`config.mk`:
```
export PLATFORM = sky130hd
export DESIGN_NAME = uart_tx_fifo_flat
export DESIGN_NICKNAME = d
export VERILOG_FILES = /design/src/rtl/uart_pkg.sv /design/src/rtl/uart_tx_fifo_if.sv /design/src/rtl/uart_tx_fifo_byte_fifo.sv /design/src/rtl/uart_tx_fifo.sv /design/src/flat_wrapper.sv
export SDC_FILE = /design/constraint.sdc
export NUM_CORES = 1
export LEC_CHECK = 0
export CAP_MARGIN = 20
export CORE_MARGIN = 5
export CORE_UTILIZATION = 44
export CTS_BUF_LIST = sky130_fd_sc_hd__clkbuf_8
export CTS_CLUSTER_DIAMETER = 100
export CTS_CLUSTER_SIZE = 8
export DETAILED_ROUTE_END_ITERATION = 12
export PLACE_DENSITY = 0.69
export SLEW_MARGIN = 20
export SYNTH_ARGS = -nofsm -noshare
export SYNTH_HDL_FRONTEND = slang
export SYNTH_SLANG_ARGS = --single-unit
```
`constraint.sdc`:
```
create_clock -name clk -period 2.6 [get_ports clk]
set_clock_uncertainty 0.05 [all_clocks]
set_input_delay 0.39 -clock clk [delete_from_list [all_inputs] [get_ports clk]]
set_output_delay 0.39 -clock clk [all_outputs]
set_load 0.05 [all_outputs]
```
`src/rtl/uart_pkg.sv`:
```
// Shared UART constants and transmitter FSM state encoding.
// Used by the transmit block and by the existing receive path.
package uart_pkg;

    localparam int CLK_HZ       = 16_000_000;
    localparam int BAUD         = 115_200;
    localparam int CLKS_PER_BIT = (CLK_HZ + BAUD / 2) / BAUD;

    localparam logic [1:0] ST_IDLE_ENC  = 2'd0;
    localparam logic [1:0] ST_START_ENC = 2'd1;
    localparam logic [1:0] ST_DATA_ENC  = 2'd2;
    localparam logic [1:0] ST_STOP_ENC  = 2'd3;

    typedef enum logic [1:0] {
        ST_IDLE  = ST_IDLE_ENC,
        ST_START = ST_START_ENC,
        ST_DATA  = ST_DATA_ENC,
        ST_STOP  = ST_STOP_ENC
    } tx_state_e;

endpackage

```
`src/rtl/uart_tx_fifo_if.sv`:
```
// Byte input handshake of the buffered UART transmitter, plus FSM state for observation.
// Handshake: a byte moves on a rising edge where in_valid && in_ready; in_data is ignored otherwise.
interface uart_tx_fifo_if;
    import uart_pkg::*;

    logic [7:0] in_data;
    logic       in_valid;
    logic       in_ready;
    tx_state_e  dbg_state;

    modport master (output in_data, in_valid, input in_ready, dbg_state);
    modport slave  (input in_data, in_valid, output in_ready, dbg_state);

endinterface

```
`src/rtl/uart_tx_fifo_byte_fifo.sv`:
```
// Small synchronous FIFO; power-of-two depth so the pointers wrap on their own.
// Read data is combinational from the head entry; shared with the receive path.
module byte_fifo #(
    parameter int DEPTH = 4,
    parameter int WIDTH = 8,
    localparam int CW = $clog2(DEPTH + 1),
    localparam int AW = $clog2(DEPTH)
) (
    input  logic             clk,
    input  logic             reset,
    input  logic             push,
    input  logic [WIDTH-1:0] din,
    input  logic             pop,
    output logic [WIDTH-1:0] dout,
    output logic [CW-1:0]    count,
    output logic             empty,
    output logic             full
);

    logic [WIDTH-1:0] mem [DEPTH];
    logic [AW-1:0]    wr_ptr;
    logic [AW-1:0]    rd_ptr;
    logic             do_push;
    logic             do_pop;

    assign empty   = (count == '0);
    assign full    = (count == CW'(DEPTH));
    assign do_push = push && !full;
    assign do_pop  = pop && !empty;
    assign dout    = mem[rd_ptr];

    always_ff @(posedge clk) begin
        if (do_push) begin
            mem[wr_ptr] <= din;
        end
    end

    always_ff @(posedge clk) begin
        if (reset) begin
            wr_ptr <= '0;
            rd_ptr <= '0;
            count  <= '0;
        end else begin
            if (do_push) begin
                wr_ptr <= wr_ptr + AW'(1);
            end
            if (do_pop) begin
                rd_ptr <= rd_ptr + AW'(1);
            end
            case ({do_push, do_pop})
                2'b10:   count <= count + CW'(1);
                2'b01:   count <= count - CW'(1);
                default: count <= count;
            endcase
        end
    end

endmodule

```
`src/rtl/uart_tx_fifo.sv`:
```
// Buffered 8N1/8N2 UART transmitter: FIFO-fed, LSB first, idle-high line,
// queued bytes go out back to back with no idle gap between frames.
module uart_tx_fifo #(
    parameter int CLKS_PER_BIT = uart_pkg::CLKS_PER_BIT,
    parameter int DEPTH        = 4,
    parameter int STOP_BITS    = 1
) (
    input  logic           clk,
    input  logic           reset,
    uart_tx_fifo_if.slave  bus,
    output logic           tx,
    output logic           busy
);
    import uart_pkg::*;

    localparam int              CW        = $clog2(DEPTH + 1);
    localparam int              CBW       = (CLKS_PER_BIT > 1) ? $clog2(CLKS_PER_BIT) : 1;
    localparam logic [CBW-1:0]  BAUD_LAST = CBW'(CLKS_PER_BIT - 1);
    localparam logic [2:0]      STOP_LAST = 3'(STOP_BITS - 1);

    tx_state_e      state_q, state_d;
    logic [CBW-1:0] baud_q, baud_d;
    logic [2:0]     bit_q, bit_d;
    logic [7:0]     shift_q, shift_d;
    logic           tx_q, tx_d;
    logic           bit_end;
    logic           push;
    logic           pop;
    logic [7:0]     fifo_dout;
    logic [CW-1:0]  fifo_count;
    logic           fifo_empty;
    logic           fifo_full;

    assign bus.in_ready  = !reset && !fifo_full;
    assign bus.dbg_state = state_q;
    assign push          = bus.in_valid && bus.in_ready;
    assign bit_end       = (baud_q == BAUD_LAST);
    assign tx            = tx_q;
    assign busy          = !reset && ((state_q != ST_IDLE) || (fifo_count != '0));

    byte_fifo #(.DEPTH(DEPTH), .WIDTH(8)) u_fifo (
        .clk   (clk),
        .reset (reset),
        .push  (push),
        .din   (bus.in_data),
        .pop   (pop),
        .dout  (fifo_dout),
        .count (fifo_count),
        .empty (fifo_empty),
        .full  (fifo_full)
    );

    // tx is registered from the current state, so the line trails the FSM by
    // one cycle: push at E0, pop at E1, start bit on the line from E2.
    always_comb begin
        state_d = state_q;
        baud_d  = baud_q + CBW'(1);
        bit_d   = bit_q;
        shift_d = shift_q;
        pop     = 1'b0;
        tx_d    = 1'b1;
        case (state_q)
            ST_IDLE: begin
                baud_d = '0;
                if (!fifo_empty) begin
                    pop     = 1'b1;
                    shift_d = fifo_dout;
                    bit_d   = '0;
                    state_d = ST_START;
                end
            end
            ST_START: begin
                tx_d = 1'b0;
                if (bit_end) begin
                    baud_d  = '0;
                    bit_d   = '0;
                    state_d = ST_DATA;
                end
            end
            ST_DATA: begin
                tx_d = shift_q[0];
                if (bit_end) begin
                    baud_d  = '0;
                    shift_d = shift_q >> 1;
                    if (bit_q == 3'd7) begin
                        bit_d   = '0;
                        state_d = ST_STOP;
                    end else begin
                        bit_d = bit_q + 3'd1;
                    end
                end
            end
            ST_STOP: begin
                tx_d = 1'b1;
                if (bit_end) begin
                    baud_d = '0;
                    if (bit_q == STOP_LAST) begin
                        bit_d = '0;
                        // Chain straight into the next start bit when more is queued.
                        if (!fifo_empty) begin
                            pop     = 1'b1;
                            shift_d = fifo_dout;
                            state_d = ST_START;
                        end else begin
                            state_d = ST_IDLE;
                        end
                    end else begin
                        bit_d = bit_q + 3'd1;
                    end
                end
            end
            default: begin
                state_d = ST_IDLE;
                baud_d  = '0;
            end
        endcase
    end

    always_ff @(posedge clk) begin
        if (reset) begin
            state_q <= ST_IDLE;
            baud_q  <= '0;
            bit_q   <= '0;
            shift_q <= '0;
            tx_q    <= 1'b1;
        end else begin
            state_q <= state_d;
            baud_q  <= baud_d;
            bit_q   <= bit_d;
            shift_q <= shift_d;
            tx_q    <= tx_d;
        end
    end

endmodule

```
`src/flat_wrapper.sv`:
```
// flat-port wrapper written by rule: the top's interface ports become plain ports
module uart_tx_fifo_flat import uart_pkg::*;
#(
    parameter int CLKS_PER_BIT = uart_pkg::CLKS_PER_BIT,
    parameter int DEPTH        = 4,
    parameter int STOP_BITS    = 1
)
  (clk, reset, tx, busy, bus_in_data, bus_in_valid, bus_in_ready, bus_dbg_state);
  uart_tx_fifo_if bus_i ();
  input  logic clk;
  input  logic reset;
  output logic tx;
  output logic busy;
  input wire logic [$bits(bus_i.in_data)-1:0] bus_in_data;
  input wire logic [$bits(bus_i.in_valid)-1:0] bus_in_valid;
  output wire logic [$bits(bus_i.in_ready)-1:0] bus_in_ready;
  output wire logic [$bits(bus_i.dbg_state)-1:0] bus_dbg_state;
  assign bus_i.in_data = bus_in_data;
  assign bus_i.in_valid = bus_in_valid;
  assign bus_in_ready = bus_i.in_ready;
  assign bus_dbg_state = bus_i.dbg_state;
  uart_tx_fifo #(.CLKS_PER_BIT(CLKS_PER_BIT), .DEPTH(DEPTH), .STOP_BITS(STOP_BITS)) u_core (.clk(clk), .reset(reset), .bus(bus_i), .tx(tx), .busy(busy));
endmodule
```
==> summary.txt, run 1 <==
========================================================================================================
Result of the run                                                                              completed
Number of placed instances with taps included                                                        324
Unique cell type count in the Yosys netlist                                                           47
Reg-to-reg slack, setup                                                                          0.14 ns
GRT Resource Usage Total                                                                           13.0%
Reported leakage power                                                                           1.18 nW
CTS sink count                                                                                        63
Largest stage delay on the critical path                                                         0.42 ns
Vert. Die Dim                                                                               90.5 microns
Crit path time final                                                                             2.46 ns
Clock tree from TritonCTS                                                                          built
Most frequent cell after synthesis                                                          sky130_fd_sc_hd__edfxtp_1
Worst hold slack                                                                                0.426 ns
Worst supply voltage drop on vdd                                                                0.623 mV
TritonRoute pass-1 iters                                                                               4
Cell Chain, Critical Path                                                                   inv_1 -> ha_2 -> and3b_2 -> a31oi_4 -> nor3_4 -> ha_2 -> inv_1 -> fa_1 -> xor2_1 -> or3_1 -> a21oi_1
Largest cells by area after synthesis                                                       sky130_fd_sc_hd__edfxtp_1 (34%), sky130_fd_sc_hd__dfxtp_1 (22%), sky130_fd_sc_hd__ha_1 (6.6%), sky130_fd_sc_hd__mux4_2 (6.3%), sky130_fd_sc_hd__a21oi_1 (3.3%)
Post-synthesis sequential element count                                                               63
Transition at the pin with the smallest max-transition slack                                    0.554 ns
Avg Inst Size Synth                                                                           12.2 sq um
Effective utilization at floorplan                                                                 45.2%
Clock latency of the later-clocked register in the worst-skew pair                               0.34 ns
Die area                                                                                      8200 sq um
Kind of launch point of the worst setup path                                                   flip-flop
Initial detailed-routing violation count                                                              92
Critical path class                                                                         flip-flop to flip-flop
CTS Root Cell                                                                               sky130_fd_sc_hd__clkbuf_8
Area grow syn2layout                                                                               18.6%
Peak Freq                                                                                        407 MHz
Non-filler instance count after layout                                                               342
Worst hold-check path type                                                                  flip-flop to flip-flop
MaxCap Viol Count                                                                                      0
Share of the yosys chip area belonging to registers                                                55.4%
Largest driver fanout on the critical path                                                             4
Core box area                                                                                 6310 sq um
Number of antenna violations at the first check in global routing                                      0
Final Hold Fails                                                                                       0
Global route overflow                                                                                  0
Share of flip-flops with an asynchronous set or reset after synthesis                                 0%
Power per unit of standard cell area                                                        1050 nW/um^2
Post-Synthesis Cells                                                                                 233
Cell Area, Synth                                                                              2850 sq um
Final-stage net count                                                                                287
Post-synth top flop                                                                         sky130_fd_sc_hd__edfxtp_1
Post-DRT Antenna Nets                                                                                  0
Hpwl dp                                                                                     3450 microns
Worst path arrival time                                                                          2.69 ns
Hold Crit Endpoint                                                                          u_core.baud_q[0]
RR Endpoint                                                                                 u_core.u_fifo.count[2]
Number of failing setup endpoints in the final timing report                                           0
Setup Total Neg Slack                                                                               0 ns
Number of input and output port buffers inserted                                                      15
Final critical-path setup slack                                                                 0.144 ns
Die W                                                                                       90.5 microns
Largest area contributor in the netlist                                                     sky130_fd_sc_hd__edfxtp_1
Start of the worst register-to-register path                                                u_core.bit_q[0]
Number of pins with negative max-slew slack in the final report                                        0
Deepest level of the CTS H-tree                                                                        3
Required @ worst endpoint                                                                        2.83 ns
Most frequent cells after synthesis                                                         sky130_fd_sc_hd__edfxtp_1 (32), sky130_fd_sc_hd__dfxtp_1 (31), sky130_fd_sc_hd__a21oi_1 (19)
Synthesized net count                                                                                260
Critical Path End Type                                                                         flip-flop
Unrepaired setup endpoints after global routing                                                       no
Post-CTS clock slew at the launch and capture registers of the worst setup and hold paths        0.08 ns
Launch instance of the worst min-delay path                                                 u_core.baud_q[0]
Place WS                                                                                       0.0453 ns
First-pass GRT wire length                                                                  8560 microns
Count of cells along the worst register-to-register path                                              11
Number of cells traversed by the worst hold path                                                       1
Routed wire length                                                                          5010 microns
Via density per instance                                                                            5.31
Pin count of the biggest net entering global routing                                                  26
Slew Limit Headroom                                                                                63.0%
Routability cong.                                                                                  0.811
Number of standard-cell rows in the floorplan                                                         29
Drt drc                                                                                                0
Hold-fix buffers at CTS                                                                                0
Total number of vias                                                                               1,817
Ports placed on the boundary                                                                          16
YS warnings                                                                                            0
Share of cells above drive strength 1                                                              20.4%
Slowest CP cell                                                                             sky130_fd_sc_hd__fa_1
Via count of the first global-routing pass                                                         1,805
Avg WL per Cell                                                                             14.7 microns
Final period utilization                                                                           94.5%
Antenna diode count                                                                                    0
Number of enable flip-flop cells after synthesis                                                      32
Buffer levels on the longest clock path                                                                2
Post-synth top area share                                                                          33.7%
TritonCTS buffer count                                                                                 9
========================================================================================================
==> power by group <==
group / total (mW) / internal [mW] / switching [mW]
combinational: 1.46 / 0.636 / 0.828
clock: 0.780 / 0.355 / 0.425
sequential: 1.31 / 1.19 / 0.117
==> per-stage QoR <==
step	power, mW	instance area (sq um)	utilization [%]
6_report	3.55	3380	53.6
5_1_grt	3.82	3380	53.6
4_1_cts	3.52	3340	52.9
3_5_place_dp	2.73	3160	50.1
3_3_place_gp	2.72	3160	50.1
2_1_floorplan	2.33	2870	-
==> cells by family after synthesis <==
family	after synthesis	share of synthesized area (%)
AND/OR/NAND/NOR	68	13.9
multiplexers	11	7.45
adder cells (fa/ha/maj)	16	7.28
XOR/XNOR	9	2.76
buffers and inverters	23	3.20
AO/OA/AOI/OAI	43	9.95
flip-flops	63	55.4
==> state kept, by name, indices dropped and copies added (netlist names), named ones only <==
signal / flops
u_core.tx: 1
u_core.u_fifo.rd_ptr: 2
u_core.u_fifo.wr_ptr: 2
u_core.baud_q: 8
u_core.shift_q: 8
u_core.bus.dbg_state: 2
u_core.bit_q: 3
u_core.u_fifo.count: 3
u_core.u_fifo.mem: 32
==> area by class of cell <==
| type | instances | area, sq um |
|---|---|---|
| flip-flops and latches | 63 | 1590 |
| repair buffers | 25 | 245 |
| clock buffers | 9 | 124 |
| clock inverters | 7 | 55.1 |
| multi-input cells | 147 | 1220 |
| inverters | 14 | 52.6 |
| fillers | 553 | 2930 |
| well taps | 77 | 96.3 |
==> routing by layer <==
| layer | global-route usage [%] | vias to the layer above | wire [microns] |
|---|---|---|---|
| met5 | 0 | - | 0 |
| met4 | 5.96 | 0 | 76 |
| met3 | 4.17 | 8 | 230 |
| met2 | 20.4 | 30 | 2420 |
| met1 | 16.3 | 861 | 2280 |
| li1 | - | 918 | - |
==> worst max path at each step <==
stage                        endpoint  slack [ns]               startpoint  depth (start not counted)
2_1_floorplan  u_core.u_fifo.count[2]        0.03         u_core.baud_q[0]                         12
3_3_place_gp   u_core.u_fifo.count[2]        0.13  u_core.bus.dbg_state[0]                         10
3_5_place_dp   u_core.u_fifo.count[2]        0.05         u_core.baud_q[5]                          9
4_1_cts        u_core.u_fifo.count[2]        0.03         u_core.baud_q[5]                          9
5_1_grt        u_core.u_fifo.count[2]      0.0006          u_core.bit_q[0]                         11
6_report       u_core.u_fifo.count[2]        0.14          u_core.bit_q[0]                         11
==> cells in the final DEF (no fill, tap or decap), types with 4 or more instances in the layout <==
cell                              synthesis  layout
sky130_fd_sc_hd__nor3_1                  10      10
sky130_fd_sc_hd__ha_1                    15      12
sky130_fd_sc_hd__buf_4                    1      10
sky130_fd_sc_hd__and2_1                   5       5
sky130_fd_sc_hd__mux4_2                   8       8
sky130_fd_sc_hd__nor2_1                  18      18
sky130_fd_sc_hd__clkbuf_8                 0       9
sky130_fd_sc_hd__clkdlybuf4s50_1          0      13
sky130_fd_sc_hd__a2111oi_0                7       7
sky130_fd_sc_hd__inv_1                   14      14
sky130_fd_sc_hd__xor2_1                   5       5
sky130_fd_sc_hd__edfxtp_1                32      32
sky130_fd_sc_hd__o21ai_0                  5       5
sky130_fd_sc_hd__a21oi_1                 19      19
sky130_fd_sc_hd__nor2b_1                 10      10
sky130_fd_sc_hd__xnor2_1                  4       4
sky130_fd_sc_hd__dfxtp_1                 31      29
==> what timing repair did <==
action                     4_1_cts  5_1_grt
setup endpoints to repair        0        1
setup buffers                    0        2
gates resized for setup          0        7
==> worst max-delay path, delay by kind of cell, from the launching register on <==
| kind | cells | cell delay [ns] |
|---|---|---|
| AND/OR/NAND/NOR | 3 | 0.70 |
| XOR/XNOR | 1 | 0.15 |
| buffers and inverters | 2 | 0.13 |
| flip-flops | 1 | 0.33 |
| adder cells (fa/ha/maj) | 3 | 0.80 |
| AO/OA/AOI/OAI | 2 | 0.24 |
(Power assumes the default switching activity.)
==> run 2: changes to the inputs <==
Settings changed: CORE_UTILIZATION 44 to 45, PLACE_DENSITY 0.69 to 0.7.
==> summary.txt, run 2 (same netlist as run 1, synthesis figures left out) <==
========================================================================================================
Result of the run                                                                              completed   unchanged
Most frequent standard cell in the layout excluding fill and tap cells                      sky130_fd_sc_hd__edfxtp_1   unchanged
Post-DRT Antenna Nets                                                                                  0   unchanged
Largest driver fanout on the critical path                                                             4   unchanged
Deepest level of the CTS H-tree                                                                        3   unchanged
GRT Resource Usage Total                                                                           14.7%   was 13.0%
Final-stage net count                                                                                288   was 287
Number of pins with negative max-slew slack in the final report                                        0   unchanged
Area grow syn2layout                                                                               19.7%   was 18.6%
Die W                                                                                       89.6 microns   was 90.5 microns
Kind of launch point of the worst setup path                                                   flip-flop   unchanged
Post-CTS clock slew at the launch and capture registers of the worst setup and hold paths        0.07 ns   was 0.08 ns
Largest reg by FF count                                                                     u_core.u_fifo.mem   unchanged
Routability cong.                                                                                  0.823   was 0.811
Pin count of the biggest net entering global routing                                                  26   unchanged
Count of cells along the worst register-to-register path                                              11   unchanged
Kind of cell adding the most delay to the critical path                                      adder cells   unchanged
Core box area                                                                                 6240 sq um   was 6310 sq um
Reported leakage power                                                                           1.20 nW   was 1.18 nW
FILL cells                                                                                           535   was 553
Hpwl dp                                                                                     3590 microns   was 3450 microns
Worst path arrival time                                                                          2.74 ns   was 2.69 ns
Reg-to-reg slack, setup                                                                          0.08 ns   was 0.14 ns
Vert. Die Dim                                                                               89.6 microns   was 90.5 microns
First-pass GRT wire length                                                                  8570 microns   was 8560 microns
Worst supply voltage drop on vdd                                                                0.530 mV   was 0.623 mV
Non-filler instance count after layout                                                               343   was 342
Drt drc                                                                                                0   unchanged
Critical Path Start                                                                         u_core.bit_q[0]   unchanged
CTS Root Cell                                                                               sky130_fd_sc_hd__clkbuf_8   unchanged
Routed wire length                                                                          5270 microns   was 5010 microns
Number of input and output port buffers inserted                                                      15   unchanged
TritonCTS buffer count                                                                                 9   unchanged
Slew Limit Headroom                                                                                60.8%   was 63.0%
Slowest CP cell                                                                             sky130_fd_sc_hd__fa_1   unchanged
Number of failing setup endpoints in the final timing report                                           0   unchanged
Required @ worst endpoint                                                                        2.82 ns   was 2.83 ns
Crit path time final                                                                             2.52 ns   was 2.46 ns
Final standard cell utilization of the core                                                        54.7%   was 53.6%
Transition at the pin with the smallest max-transition slack                                    0.586 ns   was 0.554 ns
Share of cells above drive strength 1                                                              22.2%   was 20.4%
Worst hold-check path type                                                                  flip-flop to flip-flop   unchanged
Buffer levels on the longest clock path                                                                2   unchanged
Via count of the first global-routing pass                                                         1,777   was 1,805
Commonest non-fill, non-tap cells in the layout                                             sky130_fd_sc_hd__edfxtp_1 (32), sky130_fd_sc_hd__dfxtp_1 (23), sky130_fd_sc_hd__a21oi_1 (19)   was sky130_fd_sc_hd__edfxtp_1 (32), sky130_fd_sc_hd__dfxtp_1 (29), sky130_fd_sc_hd__a21oi_1 (19)
Critical path class                                                                         flip-flop to flip-flop   unchanged
Die area                                                                                      8030 sq um   was 8200 sq um
Setup crit end                                                                              u_core.u_fifo.count[2]   unchanged
Power per unit of standard cell area                                                        1060 nW/um^2   was 1050 nW/um^2
Critical Path End Type                                                                         flip-flop   unchanged
Start of the worst register-to-register path                                                u_core.bit_q[0]   unchanged
Number of placed instances with taps included                                                        324   unchanged
Cell Chain, Critical Path                                                                   inv_1 -> ha_2 -> and3b_1 -> a31oi_4 -> nor3_4 -> ha_2 -> inv_1 -> fa_1 -> xor2_1 -> or3_1 -> a21oi_1   was inv_1 -> ha_2 -> and3b_2 -> a31oi_4 -> nor3_4 -> ha_2 -> inv_1 -> fa_1 -> xor2_1 -> or3_1 -> a21oi_1
Effective utilization at floorplan                                                                 45.7%   was 45.2%
Instance count on the critical path                                                                   11   unchanged
Avg WL per Cell                                                                             15.4 microns   was 14.7 microns
Number of antenna violations at the first check in global routing                                      0   unchanged
Antenna diode count                                                                                    0   unchanged
Initial detailed-routing violation count                                                             136   was 92
Register area                                                                                 1600 sq um   was 1590 sq um
Peak Freq                                                                                        397 MHz   was 407 MHz
Flip-flop count of the largest register, all copies and words added                                   32   unchanged
Clock latency of the later-clocked register in the worst-skew pair                               0.34 ns   about the same
Final period utilization                                                                           97.0%   was 94.5%
Buffer and inverter count on the worst path                                                            2   unchanged
Global route overflow                                                                                  0   unchanged
Number of cells traversed by the worst hold path                                                       1   unchanged
Clock tree from TritonCTS                                                                          built   unchanged
TritonRoute pass-1 iters                                                                               4   unchanged
Final Hold Fails                                                                                       0   unchanged
MaxCap Viol Count                                                                                      0   unchanged
CTS sink count                                                                                        63   unchanged
Total chip power                                                                                 3.63 mW   was 3.55 mW
Via density per instance                                                                            5.38   was 5.31
Number of standard-cell rows in the floorplan                                                         29   unchanged
Multi-input logic area                                                                        1220 sq um   about the same
RR Endpoint                                                                                 u_core.u_fifo.count[2]   unchanged
Ports placed on the boundary                                                                          16   unchanged
Largest stage delay on the critical path                                                         0.42 ns   about the same
Total number of vias                                                                               1,847   was 1,817
Largest registers                                                                           u_core.u_fifo.mem: 32 flops, u_core.baud_q: 8 flops, u_core.shift_q: 8 flops   unchanged
========================================================================================================
## run 2: cell count changes in the layout (fill, tap and decap cells not counted), sizes merged
cell,before,now
bufinv,0,1
buf,12,13
inv,17,15
clkinv,2,4
clkinvlp,2,1
## run 2: worst reg2reg max path: stages, from the launching register on
cell and delay (ns):
sky130_fd_sc_hd__dfxtp_2 0.34, sky130_fd_sc_hd__inv_1 0.06, sky130_fd_sc_hd__ha_2 0.18, sky130_fd_sc_hd__and3b_1 0.21, sky130_fd_sc_hd__a31oi_4 0.12, sky130_fd_sc_hd__nor3_4 0.23, sky130_fd_sc_hd__ha_2 0.20, sky130_fd_sc_hd__inv_1 0.06
sky130_fd_sc_hd__fa_1 0.42, sky130_fd_sc_hd__xor2_1 0.17, sky130_fd_sc_hd__or3_1 0.31, sky130_fd_sc_hd__a21oi_1 0.13
## run 2: per-layer routing
| layer | global-route usage, % | wire (microns) |
|---|---|---|
| met5 | 0 | 0 |
| met4 | 5.55 | 80 |
| met3 | 6.30 | 255 |
| met2 | 23.9 | 2600 |
| met1 | 17.4 | 2330 |
## run 2: final cells by class
| cell class | instances | share of cell area, % |
|---|---|---|
| clock buffer | 9 | 3.63 |
| clock inverter | 7 | 2.12 |
| inverter | 14 | 1.54 |
| multi-input combinational | 147 | 35.8 |
| sequential | 63 | 46.7 |
| tap | 77 | 2.82 |
| timing repair buffer | 26 | 7.40 |
## run 2: timing repair
| action | in CTS | in global routing |
|---|---|---|
| hold buffers | 0 | 0 |
| resized for setup | 0 | 12 |
| setup buffers | 0 | 3 |
| setup endpoints to repair | 0 | 1 |
## run 2: how the worst min path moves through the flow
stage,to,from,slack [ns]
floorplan,u_core.baud_q[0],u_core.baud_q[0],0.39
global placement,u_core.baud_q[0],u_core.baud_q[0],0.41
detailed placement,u_core.baud_q[0],u_core.baud_q[0],0.41
CTS,u_core.baud_q[0],u_core.baud_q[0],0.43
global route,u_core.baud_q[0],u_core.baud_q[0],0.42
finish,u_core.baud_q[0],u_core.baud_q[0],0.40
## run 2: power breakdown
group          switching, mW  leakage (nW)  internal (mW)  total, mW
Sequential             0.111         0.548           1.20       1.31
Combinational          0.851         0.556          0.639       1.49
Clock                  0.389        0.0972          0.443      0.832
Total                   1.35          1.20           2.28       3.63
## run 2: metrics by stage
stage          hold WS, ns  setup TNS [ns]  worst slack [ns]  area [sq um]
2_1_floorplan        0.387               0            0.0267          2870
6_report             0.395               0            0.0789          3420
3_3_place_gp         0.406               0             0.136          3160
5_1_grt              0.422         -0.0177           -0.0177          3420
3_5_place_dp         0.414               0            0.0992          3160
4_1_cts              0.430               0            0.0660          3360
==> run 3: changes to the inputs <==
Settings changed: CORE_MARGIN 5 to 2, SETUP_SLACK_MARGIN from default to 0.1.
==> summary.txt, run 3 (same netlist as run 1, synthesis figures left out) <==
========================================================================================================
Final Hold Fails                                                                                       0   unchanged
Pin count of the biggest net entering global routing                                                  26   unchanged
Required @ worst endpoint                                                                        2.82 ns   about the same
FILL cells                                                                                           531   was 535
Total number of vias                                                                               1,854   was 1,847
Worst supply voltage drop on vdd                                                                0.620 mV   was 0.530 mV
Worst path arrival time                                                                          2.60 ns   was 2.74 ns
Hpwl dp                                                                                     3360 microns   was 3590 microns
Flip-flop count of the largest register, all copies and words added                                   32   unchanged
Power per unit of standard cell area                                                        1100 nW/um^2   was 1060 nW/um^2
Avg WL per Cell                                                                             14.7 microns   was 15.4 microns
Number of placed instances with taps included                                                        324   unchanged
GRT Resource Usage Total                                                                           15.7%   was 14.7%
Number of standard-cell rows in the floorplan                                                         29   unchanged
Vert. Die Dim                                                                               83.6 microns   was 89.6 microns
Kind of launch point of the worst setup path                                                   flip-flop   unchanged
Drt drc                                                                                                0   unchanged
Via density per instance                                                                            5.42   was 5.38
Clock latency of the later-clocked register in the worst-skew pair                               0.33 ns   was 0.34 ns
Result of the run                                                                              completed   unchanged
Global route overflow                                                                                  0   unchanged
Share of cells above drive strength 1                                                              21.1%   was 22.2%
Critical Path End Type                                                                         flip-flop   unchanged
Post-CTS clock slew at the launch and capture registers of the worst setup and hold paths        0.07 ns   about the same
Critical Path Start                                                                         u_core.baud_q[4]   was u_core.bit_q[0]
Slew Limit Headroom                                                                                63.1%   was 60.8%
Antenna diode count                                                                                    0   unchanged
Area grow syn2layout                                                                               20.5%   was 19.7%
Launch instance of the worst min-delay path                                                 u_core.baud_q[0]   unchanged
Via count of the first global-routing pass                                                         1,857   was 1,777
Multi-input logic area                                                                        1230 sq um   was 1220 sq um
Number of failing setup endpoints in the final timing report                                           0   unchanged
CTS Root Cell                                                                               sky130_fd_sc_hd__clkbuf_8   unchanged
Routed wire length                                                                          5020 microns   was 5270 microns
Setup Total Neg Slack                                                                               0 ns   unchanged
Initial detailed-routing violation count                                                             131   was 136
Effective utilization at floorplan                                                                 45.7%   unchanged
First-pass GRT wire length                                                                  8670 microns   was 8570 microns
Buffer levels on the longest clock path                                                                2   unchanged
Ports placed on the boundary                                                                          16   unchanged
Largest driver fanout on the critical path                                                             5   was 4
Final-stage net count                                                                                287   was 288
Deepest level of the CTS H-tree                                                                        3   unchanged
Transition at the pin with the smallest max-transition slack                                    0.553 ns   was 0.586 ns
Final period utilization                                                                           91.6%   was 97.0%
Number of input and output port buffers inserted                                                      15   unchanged
TritonRoute pass-1 iters                                                                               4   unchanged
Crit path time final                                                                             2.38 ns   was 2.52 ns
Largest registers                                                                           u_core.u_fifo.mem: 32 flops, u_core.baud_q: 8 flops, u_core.shift_q: 8 flops   unchanged
Number of pins with negative max-slew slack in the final report                                        0   unchanged
Peak Freq                                                                                        420 MHz   was 397 MHz
MaxCap Viol Count                                                                                      0   unchanged
Core box area                                                                                 6240 sq um   unchanged
Register area                                                                                 1590 sq um   was 1600 sq um
Start of the worst register-to-register path                                                u_core.baud_q[4]   was u_core.bit_q[0]
Number of antenna violations at the first check in global routing                                      0   unchanged
Number of cells traversed by the worst hold path                                                       1   unchanged
Post-DRT Antenna Nets                                                                                  0   unchanged
Largest reg by FF count                                                                     u_core.u_fifo.mem   unchanged
Critical path class                                                                         flip-flop to flip-flop   unchanged
CTS sink count                                                                                        63   unchanged
Clock tree from TritonCTS                                                                          built   unchanged
Routability cong.                                                                                  0.847   was 0.823
Unrepaired setup endpoints after global routing                                                       no
Die area                                                                                      6990 sq um   was 8030 sq um
Count of cells along the worst register-to-register path                                               9   was 11
Die W                                                                                       83.6 microns   was 89.6 microns
Worst hold-check path type                                                                  flip-flop to flip-flop   unchanged
Commonest non-fill, non-tap cells in the layout                                             sky130_fd_sc_hd__edfxtp_1 (32), sky130_fd_sc_hd__dfxtp_1 (27), sky130_fd_sc_hd__a21oi_1 (19)   was sky130_fd_sc_hd__edfxtp_1 (32), sky130_fd_sc_hd__dfxtp_1 (23), sky130_fd_sc_hd__a21oi_1 (19)
TritonCTS buffer count                                                                                 9   unchanged
Most frequent standard cell in the layout excluding fill and tap cells                      sky130_fd_sc_hd__edfxtp_1   unchanged
Reported leakage power                                                                           1.21 nW   was 1.20 nW
Non-filler instance count after layout                                                               342   was 343
========================================================================================================
-- run 3: cell types whose count changed in the layout (fill, tap and decap cells not counted), sizes merged --
cell    change
buf         -1
bufinv      +1
clkinv      -1
-- run 3: final cells by class --
type,count,area share [%]
Clock buffer,9,3.60
Clock inverter,7,2.77
Inverter,14,1.53
Multi-Input combinational cell,147,35.9
Sequential cell,63,46.3
Tap cell,77,2.80
Timing Repair Buffer,25,7.13
-- run 3: critical path, cell delays in order (launching register included) --
cell	delay (ns)
sky130_fd_sc_hd__dfxtp_1	0.38
sky130_fd_sc_hd__nor4b_4	0.35
sky130_fd_sc_hd__a31oi_4	0.17
sky130_fd_sc_hd__nor3_4	0.16
sky130_fd_sc_hd__ha_2	0.20
sky130_fd_sc_hd__inv_1	0.06
sky130_fd_sc_hd__fa_2	0.38
sky130_fd_sc_hd__xor2_1	0.15
sky130_fd_sc_hd__or3_1	0.30
sky130_fd_sc_hd__a21oi_1	0.11
-- run 3: path summary, 6_finish.rpt --
check,slack (ns),to
hold / removal,0.40,u_core.baud_q[0]
setup / recovery,0.22,u_core.u_fifo.count[2]
hold reg to reg,0.40,u_core.baud_q[0]
setup reg to reg,0.22,u_core.u_fifo.count[2]
-- run 3: per-layer routing --
layer	part of all wire, %	vias up	track usage, %
li1	-	916	-
met3	3.8	9	4.65
met5	0	-	0
met4	1.6	0	5.72
met2	52	37	27.2
met1	43	892	18.6
-- run 3: power by group --
part / leakage (nW) / switching (mW) / total (mW) / internal, mW
logic: 0.553 / 0.858 / 1.54 / 0.685
clock network: 0.110 / 0.384 / 0.925 / 0.541
registers: 0.546 / 0.110 / 1.31 / 1.20
total: 1.21 / 1.35 / 3.77 / 2.42
-- run 3: what timing repair did --
item,4_1_cts,5_1_grt
hold buffers,0,0
endpoints found under the setup margin,0,2
resized for setup,0,6
setup buffers,0,2
-- run 3: through the flow --
step | worst slack [ns] | hold slack (ns) | total power, mW | instance area, sq um | utilization, %
floorplan | 0.105 | 0.387 | 2.35 | 2890 | -
global placement | 0.189 | 0.408 | 2.73 | 3170 | 50.8
CTS | 0.124 | 0.433 | 3.70 | 3390 | 54.4
finish | 0.220 | 0.399 | 3.77 | 3440 | 55.1
global route | 0.0963 | 0.425 | 4.04 | 3440 | 55.1
detailed placement | 0.151 | 0.418 | 2.75 | 3170 | 50.8
